### src/rtl/rob_commit_pkg.sv
// Shared types and default widths for the ROB commit controller.
package rob_commit_pkg;

  localparam int unsigned DefCommitWidth = 4;
  localparam int unsigned DefRobIdWidth  = 6;
  localparam int unsigned DefArchIdWidth = 5;
  localparam int unsigned DefPhyIdWidth  = 7;

  typedef enum logic [1:0] {
    StRun,
    StWalk,
    StFlush
  } rob_commit_state_t;

  // ROB entry layout; field order is shared with the ROB storage.
  typedef struct packed {
    logic                      rd_valid;
    logic [DefArchIdWidth-1:0] rd;
    logic [DefPhyIdWidth-1:0]  old_phy;
    logic [DefPhyIdWidth-1:0]  new_phy;
    logic                      finish;
    logic                      exception;
  } rob_item_t;

endpackage

### src/rtl/rob_commit_ctrl_count_one.sv
// Population count of a bit vector.
module count_one #(
  parameter int unsigned Width = 4,
  parameter int unsigned CntW  = $clog2(Width + 1)
) (
  input  logic [Width-1:0] bits_i,
  output logic [CntW-1:0]  count_o
);

  // Sum the set bits
  always_comb begin
    count_o = '0;
    for (int i = 0; i < int'(Width); i++) begin
      count_o = count_o + CntW'(bits_i[i]);
    end
  end

endmodule

### src/rtl/rob_commit_ctrl.sv
// ROB commit sequencer: in-order retire, exception rollback walk, flush pulse.
module rob_commit_ctrl
  import rob_commit_pkg::*;
#(
  parameter int unsigned CommitWidth = DefCommitWidth,
  parameter int unsigned RobIdWidth  = DefRobIdWidth,
  parameter int unsigned ArchIdWidth = DefArchIdWidth,
  parameter int unsigned PhyIdWidth  = DefPhyIdWidth
) (
  input  logic                              clk,
  input  logic                              rst,
  input  logic [RobIdWidth-1:0]             head_id,
  input  logic                              head_valid,
  output logic [CommitWidth*RobIdWidth-1:0] retire_id,
  input  logic [CommitWidth-1:0]            retire_id_valid,
  input  logic [CommitWidth-1:0]            retire_finish,
  input  logic [CommitWidth-1:0]            retire_exception,
  input  logic [CommitWidth-1:0]            retire_rd_valid,
  input  logic [CommitWidth*PhyIdWidth-1:0] retire_old_phy,
  output logic [CommitWidth-1:0]            retire_pop,
  output logic [CommitWidth-1:0]            free_valid,
  output logic [CommitWidth*PhyIdWidth-1:0] free_phy,
  input  logic [RobIdWidth-1:0]             tail_id,
  output logic [RobIdWidth-1:0]             walk_id,
  input  logic                              walk_rd_valid,
  input  logic [ArchIdWidth-1:0]            walk_rd,
  input  logic [PhyIdWidth-1:0]             walk_old_phy,
  input  logic [PhyIdWidth-1:0]             walk_new_phy,
  output logic                              restore_valid,
  output logic [ArchIdWidth-1:0]            restore_rd,
  output logic [PhyIdWidth-1:0]             restore_phy,
  output logic [PhyIdWidth-1:0]             restore_free_phy,
  output logic                              rename_stall,
  output logic                              flush,
  output logic [RobIdWidth-1:0]             flush_exc_id,
  output logic [63:0]                       retired_count
);

  localparam int unsigned CntW = $clog2(CommitWidth + 1);

  rob_commit_state_t       state_q, state_d;
  logic [RobIdWidth-1:0]   exc_id_q, exc_id_d;
  logic [RobIdWidth-1:0]   cur_q, cur_d;
  logic [63:0]             count_q, count_d;
  logic [CommitWidth-1:0]  lane_ok;
  logic                    exc_hit;
  logic [RobIdWidth-1:0]   exc_lane_id;
  logic [CntW-1:0]         pop_count;

  // Lane i looks at head_id + i, wrapping modulo ROB depth
  always_comb begin
    retire_id = '0;
    for (int i = 0; i < int'(CommitWidth); i++) begin
      retire_id[i*RobIdWidth +: RobIdWidth] = head_id + RobIdWidth'(i);
    end
  end

  // Thermometer retire chain; the first broken lane is checked for an exception
  always_comb begin
    logic prev;
    lane_ok     = '0;
    exc_hit     = 1'b0;
    exc_lane_id = head_id;
    prev        = head_valid & ~rst;
    for (int i = 0; i < int'(CommitWidth); i++) begin
      lane_ok[i] = prev & retire_id_valid[i] & retire_finish[i] & ~retire_exception[i];
      // prev drops after the first non-ok lane, so at most one lane can match here
      if (prev && !lane_ok[i] && retire_id_valid[i] && retire_finish[i] &&
          retire_exception[i]) begin
        exc_hit     = 1'b1;
        exc_lane_id = head_id + RobIdWidth'(i);
      end
      prev = lane_ok[i];
    end
  end

  // FSM next state and outputs
  always_comb begin
    state_d          = state_q;
    exc_id_d         = exc_id_q;
    cur_d            = cur_q;
    retire_pop       = '0;
    walk_id          = '0;
    restore_valid    = 1'b0;
    restore_rd       = '0;
    restore_phy      = '0;
    restore_free_phy = '0;
    rename_stall     = 1'b0;
    flush            = 1'b0;
    flush_exc_id     = '0;
    case (state_q)
      StRun: begin
        retire_pop = lane_ok;
        if (exc_hit) begin
          exc_id_d = exc_lane_id;
          cur_d    = tail_id;
          state_d  = StWalk;
        end
      end
      StWalk: begin
        rename_stall     = 1'b1;
        walk_id          = cur_q;
        restore_valid    = walk_rd_valid;
        restore_rd       = walk_rd;
        restore_phy      = walk_old_phy;
        restore_free_phy = walk_new_phy;
        // The excepting entry itself is undone before flushing
        if (cur_q == exc_id_q) begin
          state_d = StFlush;
        end else begin
          cur_d = cur_q - RobIdWidth'(1);
        end
      end
      StFlush: begin
        flush        = 1'b1;
        flush_exc_id = exc_id_q;
        rename_stall = 1'b1;
        state_d      = StRun;
      end
      default: state_d = StRun;
    endcase
  end

  // Old physical regs of retiring writers go back to the free list
  always_comb begin
    free_valid = retire_pop & retire_rd_valid;
    free_phy   = retire_old_phy;
    count_d    = count_q + 64'(pop_count);
  end

  count_one #(
    .Width (CommitWidth),
    .CntW  (CntW)
  ) u_count_one (
    .bits_i  (retire_pop),
    .count_o (pop_count)
  );

  assign retired_count = count_q;

  // State registers with synchronous reset
  always_ff @(posedge clk) begin
    if (rst) begin
      state_q  <= StRun;
      exc_id_q <= '0;
      cur_q    <= '0;
      count_q  <= '0;
    end else begin
      state_q  <= state_d;
      exc_id_q <= exc_id_d;
      cur_q    <= cur_d;
      count_q  <= count_d;
    end
  end

endmodule
### config.mk
export PLATFORM = sky130hd
export DESIGN_NAME = rob_commit_ctrl
export DESIGN_NICKNAME = d
export VERILOG_FILES = /design/src/rtl/rob_commit_pkg.sv /design/src/rtl/rob_commit_ctrl_count_one.sv /design/src/rtl/rob_commit_ctrl.sv
export SDC_FILE = /design/constraint.sdc
export NUM_CORES = 1
export LEC_CHECK = 0
export CELL_PAD_IN_SITES_DETAIL_PLACEMENT = 0
export CELL_PAD_IN_SITES_GLOBAL_PLACEMENT = 1
export CORE_MARGIN = 10
export CORE_UTILIZATION = 48
export CTS_CLUSTER_DIAMETER = 120
export DETAILED_ROUTE_END_ITERATION = 10
export DONT_BUFFER_PORTS = 1
export PLACE_DENSITY = 0.81
export SLEW_MARGIN = 20
export SYNTH_ARGS = -nofsm -noshare
export SYNTH_HDL_FRONTEND = slang
export SYNTH_SLANG_ARGS = --single-unit
export TNS_END_PERCENT = 50
### constraint.sdc
create_clock -name clk -period 9.85 [get_ports clk]
set_input_delay 0.985 -clock clk [delete_from_list [all_inputs] [get_ports clk]]
set_output_delay 0.985 -clock clk [all_outputs]
set_load 0.1 [all_outputs]
==> summary.txt <==
setup TNS - 0 ns
clk sinks - 78
Post-Syn Area - 4860 sq um
FP Rows - 36
via count - 3988
Final nets - 664
crit path DAT - 5.62 ns
CTS Hold Bufs - 0
RSZ-0062 raised after global routing - false
H-tree Lvls - 3
VDD IR max - 0.123 mV
share of cells above drive strength 1 - 11.1%
Num CTS Buffers - 9
max-slew violation count - 0
initial antenna violation count - 0
Inserted Diodes - 0
CP Depth - 17
fmax - 186 MHz
Mapped Cells - 602
DR WL met3 - 1570 microns
Vias per Instance - 5.64
CP Cell Sequence - and4b_1, nand2_1, nor2_2, buf_4, nand2_1, nor3_2, inv_1, fa_1, inv_1, ha_1, ha_1, a21o_1, a21o_1, nand4_1, nor4b_4, a21oi_1, o21a_1
CTS tree - yes
first-pass GRT wire length - 21200 microns
count leader, synth - dfxtp_1
Max-Cap Viols - 0
largest net degree at the start of global routing - 80
Clock Path Buffers - 2
Hold Vio Cnt, Final - 0
most frequent cells after synthesis - dfxtp_1, nor2_1, xnor2_1
WL/cell - 18.6 microns
CP max stage delay - 0.87 ns
worst min path class - reg2reg
cell count after placement - 691
crit-path max FO - 79
WL met1 - 5250 microns
post-synth top area cell - dfxtp_1
DR WL met2 - 6160 microns
die area - 14500 sq um
Die Width - 121 microns
GP Congestion - 0.832
crit start category - primary input
Worst-path clk slew - 0.08 ns
Port Buf Inserts - 0
fin crit share - 54.5%
Syn Area/Cell - 8.07 sq um
Max-slew headroom - 21.5%
top layer in use - met4
Overall Global Routing Usage - 17.5%
Layout Cells excl Fill - 707
Async SR Flop Fraction - 0%
CTS root buffer - clkbuf_8
outcome - complete, no violations
First-pass DRT Iterations - 4
synth top area cells - dfxtp_1, xnor2_1, nor2_1
# Post-CTS Setup Buffers - 0
crit path kind - in2reg
Worst Tran Pin Value - 1.18 ns
Synth Flop Type - dfxtp_1
min Tclk post-route - 5.37 ns
routed wire length - 13100 microns
Pwr per Cell Area - 192 nW/um^2
WP buf/inv - 3
I/O Pins - 237
slowest stage cell, crit path - nand4_1
# setup viols final - 0
Die Ht - 121 microns
worst endpoint required time - 10.10 ns
HPWL Detailed - 10100 microns
critical path's top delay family - simple AND/OR/NAND/NOR gates
Leak - 1.90 nW
crit end category - flip-flop
number of flops mapped to enable cells by yosys - 0
CTS-repair resized insts - 0
distinct cell type count of the synthesized netlist - 56
register area share after synthesis - 32.1%
Synth Warn # - 0
antenna viol nets, final - 0
R2R cell count - 18
syn nets - 697
post-synth top area share - 32.1%
Skew-Pair Late Insertion Delay - 0.35 ns
Hold Crit Depth - 2
GRT overflow - 0
clk_skew - 0.0106 ns
Initial DRC Count - 225
core area - 9820 sq um
Yosys reg bits - 78
vias in the first global route - 3830
Remaining DRCs - 0
Layout area overhead - 6.96%
Starting Density - 49.5%
## worst register-to-register path, cell delays in order (launching register included)
cell and delay, ns:
dfxtp_1 0.34, inv_1 0.10, ha_1 0.26, nand2_1 0.14, nor2_2 0.09, buf_4 0.31
nand2_1 0.18, nor3_2 0.29, inv_1 0.10, fa_1 0.42, inv_1 0.07, ha_1 0.23
ha_1 0.28, a21o_1 0.13, a21o_1 0.25, nand4_1 0.87, nor4b_4 0.67, a21oi_1 0.12
o21a_1 0.19
## power by group
part	switching, W	internal [W]	total, W	leakage [nW]
Sequential	0.0000172	0.000327	0.000345	0.629
Combinational	0.000278	0.0000713	0.000350	1.14
Clock	0.000125	0.000177	0.000302	0.127
## routing by layer
metal	up-vias	GRT usage (%)
li1	1955	-
met1	1864	20.7
met2	151	27.4
met3	18	9.21
met4	0	4.60
met5	-	0
## area by class of cell
class                           instances  area (sq um)
Clock buffer                           10           138
Clock inverter                          6           116
Fill cell                             980          4620
Inverter                               28           105
Multi-Input combinational cell        435          2940
Sequential cell                        78          1560
Tap cell                              133           166
Timing Repair Buffer                   17           165
## registers in the layout (all words and copies together), names as in the netlist
signal,cells
cur_q,6
exc_id_q,6
retired_count,64
state_q,2
## worst paths after layout
| path | from | to | slack, ns |
|---|---|---|---|
| setup / recovery | rst | retired_count[61] | 4.48 |
| hold / removal | exc_id_q[2] | exc_id_q[2] | 0.48 |
| setup reg to reg | state_q[0] | retired_count[61] | 4.69 |
| hold reg to reg | exc_id_q[2] | exc_id_q[2] | 0.48 |
## per-stage QoR
stage / power (W) / hold WS (ns) / worst slack [ns] / instance area, sq um / util (%)
floorplan: 0.000735 / 0.454 / 1.65 / 4860 / -
CTS: 0.00101 / 0.489 / 4.46 / 5170 / 52.7
detailed placement: 0.000704 / 0.478 / 4.10 / 4920 / 50.1
global placement: 0.000699 / 0.471 / 4.21 / 4920 / 50.1
global route: 0.00104 / 0.526 / 4.08 / 5190 / 52.9
finish: 0.000997 / 0.485 / 4.48 / 5190 / 52.9
## cell usage in the layout, fill, tap and decap left out, drive strengths merged, types with 10 or more instances in the layout
master,count
clkbuf,11
o21ai,10
nand2,36
nor4,14
and4,10
nand4,20
ha,14
inv,29
and3,14
buf,16
xor2,33
dfxtp,78
nand3,34
nor3,18
a21oi,17
xnor2,40
nor2,77
and2,34
## cell families (layout without fill, tap and decap cells)
family / Yosys count / in the layout / synth area share, %
buffers and inverters: 89 / 61 / 10.0
AND/OR/NAND/NOR: 285 / 285 / 31.8
flip-flops: 78 / 78 / 32.1
XOR/XNOR: 73 / 73 / 13.2
multiplexers: 6 / 6 / 1.24
AO/OA/AOI/OAI: 55 / 55 / 7.21
adder cells (fa/ha/maj): 16 / 16 / 4.43
No activity file was read; power rests on OpenSTA's default activity.
